$ cat config.mk
export PLATFORM = sky130hd
export DESIGN_NAME = gen_pipe
export DESIGN_NICKNAME = d
export VERILOG_FILES = /design/src/rtl/gen_pipe.sv
export SDC_FILE = /design/constraint.sdc
export NUM_CORES = 1
export LEC_CHECK = 0
export BUFFER_PORTS_ARGS = -buffer_cell sky130_fd_sc_hd__buf_2
export CORE_MARGIN = 2
export CORE_UTILIZATION = 45
export DETAILED_ROUTE_END_ITERATION = 7
export GPL_TIMING_DRIVEN = 0
export HOLD_SLACK_MARGIN = 0.06
export PLACE_DENSITY = 0.77
export SETUP_SLACK_MARGIN = 0.02
export SLEW_MARGIN = 15
export SYNTH_ARGS = -nofsm -noshare
export SYNTH_HDL_FRONTEND = slang
export SYNTH_SLANG_ARGS = --single-unit
$ cat constraint.sdc
create_clock -name clk -period 2.5 [get_ports clk]
set_input_delay 0.25 -clock clk [delete_from_list [all_inputs] [get_ports clk]]
set_output_delay 0.25 -clock clk [all_outputs]
set_load 0.01 [all_outputs]
$ cat src/rtl/gen_pipe.sv
// rtl/gen_pipe.sv - multi-lane elastic delay pipeline with flush, lane reversal and occupancy count
//
// Purpose: moves a LANES x LANE_W beat through DEPTH register stages with
// valid/ready backpressure. Bubbles collapse, so a beat moves forward whenever
// the next stage is empty or emptying. Lane reversal is applied on entry.
//
// Ports:
//   clk        rising-edge clock
//   reset      asynchronous active-low reset
//   in_valid   input beat valid
//   in_ready   pipeline accepts the input beat this cycle
//   in_data    input beat, lane k = bits [k*LANE_W +: LANE_W]
//   in_rev     reverse lane order of the accepted beat
//   flush      synchronous clear of all stages
//   out_valid  output beat valid
//   out_ready  consumer accepts the output beat
//   out_data   output beat
//   count      number of occupied stages, 0..DEPTH

module gen_pipe #(
  parameter  int LANES  = 4,
  parameter  int LANE_W = 1,
  parameter  int DEPTH  = 2,
  localparam int CW     = $clog2(DEPTH + 1)
) (
  input  logic                    clk,
  input  logic                    reset,
  input  logic                    in_valid,
  output logic                    in_ready,
  input  logic [LANES*LANE_W-1:0] in_data,
  input  logic                    in_rev,
  input  logic                    flush,
  output logic                    out_valid,
  input  logic                    out_ready,
  output logic [LANES*LANE_W-1:0] out_data,
  output logic [CW-1:0]           count
);

  localparam int W = LANES * LANE_W;

  logic [DEPTH-1:0] v_q, v_d;
  logic [W-1:0]     d_q [DEPTH];
  logic [W-1:0]     d_d [DEPTH];
  logic [CW-1:0]    count_q, count_d;

  logic [DEPTH-1:0] adv;
  logic             room;
  logic [W-1:0]     rev_data;
  logic             accept;
  logic             deliver;

  // Advance chain, walked from the output side. "room" means the stage
  // downstream of the one being examined can take a beat this cycle: it is
  // either empty or its own occupant is moving on.
  always_comb begin
    adv  = '0;
    room = out_ready && !flush;
    for (int s = DEPTH - 1; s >= 0; s--) begin
      adv[s] = v_q[s] && room;
      room   = !v_q[s] || room;
    end
  end

  always_comb begin
    rev_data = '0;
    for (int k = 0; k < LANES; k++) begin
      rev_data[k*LANE_W +: LANE_W] = in_data[(LANES-1-k)*LANE_W +: LANE_W];
    end
  end

  assign in_ready  = !flush && room;
  assign out_valid = v_q[DEPTH-1] && !flush;
  assign out_data  = d_q[DEPTH-1];
  assign count     = count_q;
  assign accept    = in_valid && in_ready;
  assign deliver   = out_valid && out_ready;

  always_comb begin
    v_d    = v_q;
    d_d    = d_q;
    v_d[0] = accept || (v_q[0] && !adv[0]);
    d_d[0] = accept ? (in_rev ? rev_data : in_data) : d_q[0];
    for (int s = 1; s < DEPTH; s++) begin
      v_d[s] = adv[s-1] || (v_q[s] && !adv[s]);
      d_d[s] = adv[s-1] ? d_q[s-1] : d_q[s];
    end
    count_d = count_q + CW'(accept) - CW'(deliver);
    if (flush) begin
      v_d     = '0;
      count_d = '0;
    end
  end

  always_ff @(posedge clk or negedge reset) begin
    if (!reset) begin
      v_q     <= '0;
      count_q <= '0;
      for (int s = 0; s < DEPTH; s++) begin
        d_q[s] <= '0;
      end
    end else begin
      v_q     <= v_d;
      count_q <= count_d;
      for (int s = 0; s < DEPTH; s++) begin
        d_q[s] <= d_d[s];
      end
    end
  end

endmodule

After elaboration in Yosys (flattened, before gate mapping)
Index checks and enable logic that the tools add are counted.
{"block": "totals", "in_bits": 10, "ff_bits": 12, "elab_cells": 27, "output_inout_bits": 8}
{"block": "classes", "muxes": 3, "n_reduce_logical": 18, "addsub": 2}
{"cell": "1-bit logical AND", "count": 9}
{"cell": "1-bit zero test", "count": 5}
{"cell": "1-bit logical OR", "count": 4}
{"cell": "2-bit 2-to-1 mux", "count": 2}
{"cell": "4-bit 2-to-1 mux", "count": 1}
{"cell": "2-bit by 1-bit adder with 2-bit output", "count": 1}
{"cell": "2-bit by 1-bit subtractor with 2-bit output", "count": 1}

Logic depth before layout (Yosys ltp)
{"block": "logic_depth", "depth_word": 9, "ltp_mapped": 8, "mapped_depth_nobuf": 7}

Worst setup path before layout
OpenSTA, ideal clock, no wires.
{"block": "synth_path", "path_type": "reg2reg", "from": "reg v_q[1]", "to": "reg count_q[0], in the netlist count[0]", "synth_period_minus_slack_ps": 1841, "arrival_time_ps": 1711, "path_stages_with_launch": 8, "setup_slack_ps": 659, "required_time_ps": 2370, "setup_ps": 130, "n_path_buf": 1, "cell_sequence": "dfrtp_1 > and3b_1 > or3b_1 > buf_6 > ha_1 > inv_1 > ha_1 > nor2b_1"}
{"block": "synth_between", "elab_chain_len": 8, "elab_cells_between_ends": 10, "classes_between": "2 x add/sub; 1 x mux; 7 x reduce/logical"}
{"item": "from (decl)", "line_no": "41", "rtl": "logic [DEPTH-1:0] v_q, v_d;"}
{"item": "from (signal assigned)", "line_no": "102", "rtl": "v_q <= v_d;"}
{"item": "1-bit zero test", "line_no": "60", "rtl": "room = !v_q[s] || room;"}
{"item": "1-bit logical OR (2 in series)", "line_no": "60"}
{"item": "1-bit logical AND", "line_no": "71", "rtl": "assign in_ready = !flush && room;"}
{"item": "1-bit logical AND", "line_no": "75", "rtl": "assign accept = in_valid && in_ready;"}
{"item": "2-bit by 1-bit adder with 2-bit output", "line_no": "87", "rtl": "count_d = count_q + CW'(accept) - CW'(deliver);"}
{"item": "2-bit by 1-bit subtractor with 2-bit output *", "line_no": "87"}
{"item": "2-bit 2-to-1 mux *", "line_no": "88", "rtl": "if (flush) begin"}
{"item": "via count_d[0]", "line_no": "44", "rtl": "logic [CW-1:0] count_q, count_d;"}
{"item": "to (signal assigned)", "line_no": "103", "rtl": "count_q <= count_d;"}
{"item": "to (decl)", "line_no": "44"}
The timed path passes the listed nets; every way through them passes the cells marked *.
A chain may end at the register's enable or synchronous reset.

Final worst setup path
{"block": "layout_path", "from": "reg v_q[1]", "to": "reg count_q[1], in the netlist count[1]"}
Same word-level chain as after synthesis.

==> results_tabular.tex <==
\begin{tabular}{lr}
\hline
Metric & Value \\
\hline
\multicolumn{2}{l}{\textbf{Timing}} \\
\quad Max Clk Rate & between 500 and 600 MHz \\
\quad Final sum of negative setup slack & 0 ns \\
\quad Tightest Pin Transition & about 0.41 ns \\
\quad Final count of hold timing violations & 0 \\
\quad Final worst hold slack & $\sim$0.21 ns \\
\quad Final clock period utilization by the worst path & around 77\% \\
\quad Setup skew after layout & 0.00159 ns \\
\quad Setup-failing EPs final & 0 \\
\quad RSZ-0062 raised after global routing & false \\
\quad Headroom to the max-slew limit & just over 70\% \\
\quad Final Max Slew Viols & 0 \\
\quad Shortest clock period the worst path allows after layout & 1.93 ns \\
\multicolumn{2}{l}{\textbf{Run status}} \\
\quad Run status & finished, final reports clean \\
\multicolumn{2}{l}{\textbf{Power}} \\
\quad Switching part of the total & between 20\% and 30\% \\
\quad Combinational cell fraction of total power & 26.2\% \\
\quad Internal power & slightly above 400 uW \\
\quad Worst voltage drop across the vdd grid & around 0.00029 V \\
\quad Sequential share of power & roughly 46\% \\
\quad Clock network fraction of design power & 27.9\% \\
\quad Leakage power total & $\sim$0.00041 uW \\
\quad NetSw & around 130 uW \\
\quad Power Density & between 700 and 800 nW/um2 \\
\multicolumn{2}{l}{\textbf{Floorplanning}} \\
\quad I/O pins & 18 \\
\quad Die outline height & around 41 um \\
\quad Floorplan die width & between 40 and 50 um \\
\quad Initial standard-cell utilization of the core & between 40\% and 50\% \\
\quad Standard-cell rows & 13 \\
\quad Die Footprint & $\sim$1700 um2 \\
\quad Core ar. & between 1000 and 1500 um2 \\
\multicolumn{2}{l}{\textbf{Place}} \\
\quad DPL Wire Length & $\sim$720 um \\
\quad IO Port Bufs & 16 \\
\quad Routability-driven placement congestion ratio & between 0.7 and 0.8 \\
\multicolumn{2}{l}{\textbf{Worst setup path}} \\
\quad CP Capture Type & register \\
\quad Cell repeated most along the worst path & sky130\_fd\_sc\_hd\_\_ha\_1 \\
\quad Data required time of the critical path & between 2 and 3 ns \\
\quad Worst reg-to-reg setup slack & $\sim$0.57 ns \\
\quad Worst path buffer plus inverter count & 2 \\
\quad Max stage delay on crit path & around 0.39 ns \\
\quad Arrival time reported for the critical path endpoint & a little over 2 ns \\
\quad Kind of cell with the highest combined delay on the critical path & simple AND/OR/NAND/NOR gates \\
\quad Worst-path fanout max & 5 \\
\quad Setup crit start kind & register \\
\quad Cell-by-cell listing of the critical path & and3b\_1 > or3b\_1 > buf\_6 > ha\_1 > inv\_1 > ha\_1 > xnor2\_1 > nor2\_1 \\
\quad Slowest cell on the critical path & sky130\_fd\_sc\_hd\_\_dfrtp\_1 \\
\quad Kind of critical path & register to register \\
\multicolumn{2}{l}{\textbf{Clocking}} \\
\quad Number of CTS-inserted buffers & 3 \\
\quad CTS Buffer Depth & 2 \\
\quad CTS resizes & 0 \\
\quad TritonCTS clock tree & built \\
\quad Clock transition at the register clock pins on the worst setup and hold paths after CTS & 0.07 ns \\
\quad Clk Latency, worst-skew pair & between 0.2 and 0.3 ns \\
\quad Max H-tree Level & 1 \\
\quad Clock Tree Root & sky130\_fd\_sc\_hd\_\_clkbuf\_4 \\
\quad CTS sink count & 12 \\
\multicolumn{2}{l}{\textbf{Yosys}} \\
\quad Dominant combinational cell family by area after synthesis & multiplexers \\
\quad Warnings, synthesis & 0 \\
\quad Gate count of the mapped netlist & 50 \\
\quad Count of distinct cell types in the synthesized netlist & 17 \\
\quad Post-Synth XOR/XNOR Area & around 2.8\% \\
\quad Share of the synthesized area in compound gates (AO/OA/AOI/OAI) & approximately 1.6\% \\
\quad Synth Area per Inst & $\sim$12 um2 \\
\quad Adder-cell area share of the yosys netlist & 4.06\% \\
\quad Number of synthesized register bits & 12 \\
\quad Synth Area in Simple Gates & under 10\% \\
\quad Portion of the post-synthesis area used by sequential elements & about 49\% \\
\quad Netlist area before placement & slightly above 600 um2 \\
\quad Proportion of synthesized area in mux cells & approximately 24\% \\
\quad Synthesized net count & 62 \\
\multicolumn{2}{l}{\textbf{Layout}} \\
\quad Number of diodes & 0 \\
\quad Fraction of layout instances using a drive strength above 1 & 52.1\% \\
\quad NumNets Final & 84 \\
\quad Leading cell type in the layout, fill and taps excluded & sky130\_fd\_sc\_hd\_\_buf\_2 \\
\quad Most used cells in the layout excluding fill and tap cells & sky130\_fd\_sc\_hd\_\_buf\_2, sky130\_fd\_sc\_hd\_\_dfrtp\_1, sky130\_fd\_sc\_hd\_\_mux2\_2 \\
\quad Total area of multi-input combinational cells & 260 um2 \\
\quad Fillers & 108 \\
\quad Area growth, synth to finish & 23.5\% \\
\quad Sequential cell area & roughly 300 um2 \\
\multicolumn{2}{l}{\textbf{GRT}} \\
\quad Wire length of the first global-routing pass & between 1 and 1.5 mm \\
\quad Grt ovf & 0 \\
\quad Antenna violations before repair & 0 \\
\quad Global router's overall resource usage & between 10\% and 20\% \\
\quad Maximum number of pins on one net before global-route repair & 13 \\
\quad Via count of the first global-routing pass & 329 \\
\multicolumn{2}{l}{\textbf{Route}} \\
\quad Routed wire length & 953 um \\
\quad Detail-routed net length per standard cell & roughly 11 um \\
\quad ANT nets after route & 0 \\
\quad Violation count after the first detailed-route iteration & 4 \\
\quad Per-cell via count in the routed design & between 4 and 5 \\
\quad Total vias in the final route & 400 \\
\quad Pre-Repair DR Iteration Count & 2 \\
\quad DRC viols & 0 \\
\multicolumn{2}{l}{\textbf{Min path}} \\
\quad Hold/Removal Path Class & primary input to register \\
\multicolumn{2}{l}{\textbf{Run}} \\
\quad Number of max-cap violations & 0 \\
\hline
\end{tabular}
[layer usage]
metal | track usage [%] | up-vias | wire length [um]
met5 | 0 | - | 0
met4 | 12.5 | 0 | 20
met3 | 1.63 | 2 | 42
met2 | 19.1 | 11 | 444
met1 | 17.5 | 184 | 446
li1 | - | 203 | -
[path summary, 6_finish.rpt]
path                       cells after the start          end   startpoint
setup / recovery                               8     count[1]       v_q[1]
hold / removal                                 3       v_q[0]     in_valid
hold reg to reg                                1  out_data[1]  out_data[1]
max in group asynchronous                      2       v_q[0]        reset
setup reg to reg                               8     count[1]       v_q[1]
min in group asynchronous                      2  out_data[3]        reset
[stage by stage]
stage	util, %	cell area [um2]	cells	power (uW)	worst slack (ns)
global route	59.3	762	86	571	0.450
global placement	55.7	716	81	386	0.604
finish	59.3	762	86	537	0.571
detailed placement	55.7	716	81	391	0.594
floorplan	-	617	50	346	0.659
CTS	59.3	762	86	545	0.566
[synthesized netlist by cell type]
master	count	area, um2
sky130_fd_sc_hd__a21oi_1	1	5.00
sky130_fd_sc_hd__and3b_1	1	8.76
sky130_fd_sc_hd__buf_4	4	30.0
sky130_fd_sc_hd__buf_6	1	11.3
sky130_fd_sc_hd__clkbuf_1	1	3.75
sky130_fd_sc_hd__dfrtp_1	12	300
sky130_fd_sc_hd__ha_1	2	25.0
sky130_fd_sc_hd__inv_1	3	11.3
sky130_fd_sc_hd__mux2_2	8	90.1
sky130_fd_sc_hd__mux2_4	4	60.1
sky130_fd_sc_hd__nor2_1	6	22.5
sky130_fd_sc_hd__nor2b_1	2	12.5
sky130_fd_sc_hd__nor3_1	1	5.00
sky130_fd_sc_hd__o21ai_1	1	5.00
sky130_fd_sc_hd__or3b_1	1	8.76
sky130_fd_sc_hd__xnor2_1	1	8.76
sky130_fd_sc_hd__xor2_1	1	8.76
[power by group through the flow]
stage / Combinational (uW) / Clock, uW / Sequential [uW]
2_1_floorplan: 98.7 / 0 / 248
3_3_place_gp: 137 / 0 / 249
4_1_cts: 142 / 156 / 247
3_5_place_dp: 140 / 0 / 251
5_1_grt: 154 / 165 / 252
6_report: 140 / 150 / 246
[what timing repair did]
| action | in CTS | in global routing |
|---|---|---|
| setup buffers | 0 | 0 |
| endpoints found under the hold margin | 12 | 0 |
| hold buffers | 1 | 0 |
[worst reg2reg max path: stages (launching register included)]
cell,delay [ns]
sky130_fd_sc_hd__dfrtp_1,0.39
sky130_fd_sc_hd__and3b_1,0.21
sky130_fd_sc_hd__or3b_1,0.36
sky130_fd_sc_hd__buf_6,0.15
sky130_fd_sc_hd__ha_1,0.27
sky130_fd_sc_hd__inv_1,0.04
sky130_fd_sc_hd__ha_1,0.18
sky130_fd_sc_hd__xnor2_1,0.16
sky130_fd_sc_hd__nor2_1,0.06
[area by class of cell]
cell class / instances / share of cell area, %
repair buffers: 17 / 11.8
clock buffers: 4 / 4.76
flip-flops and latches: 12 / 39.4
inverters: 3 / 1.48
multi-input cells: 29 / 34.2
plain buffers: 6 / 5.91
well taps: 15 / 2.46
[registers in the layout, indices dropped and copies added (netlist names)]
name      cells
d_q           4
out_data      4
count         2
v_q           2
[cell families after synthesis]
kind of cell / Yosys count
xor gates and xnor gates: 2
buffers and inverters: 9
AOI/OAI and AO/OA: 2
and+or+nand+nor: 11
muxes: 12
adders and majority gates: 2
DFF: 12
No activity file was read; power rests on OpenSTA's default activity.
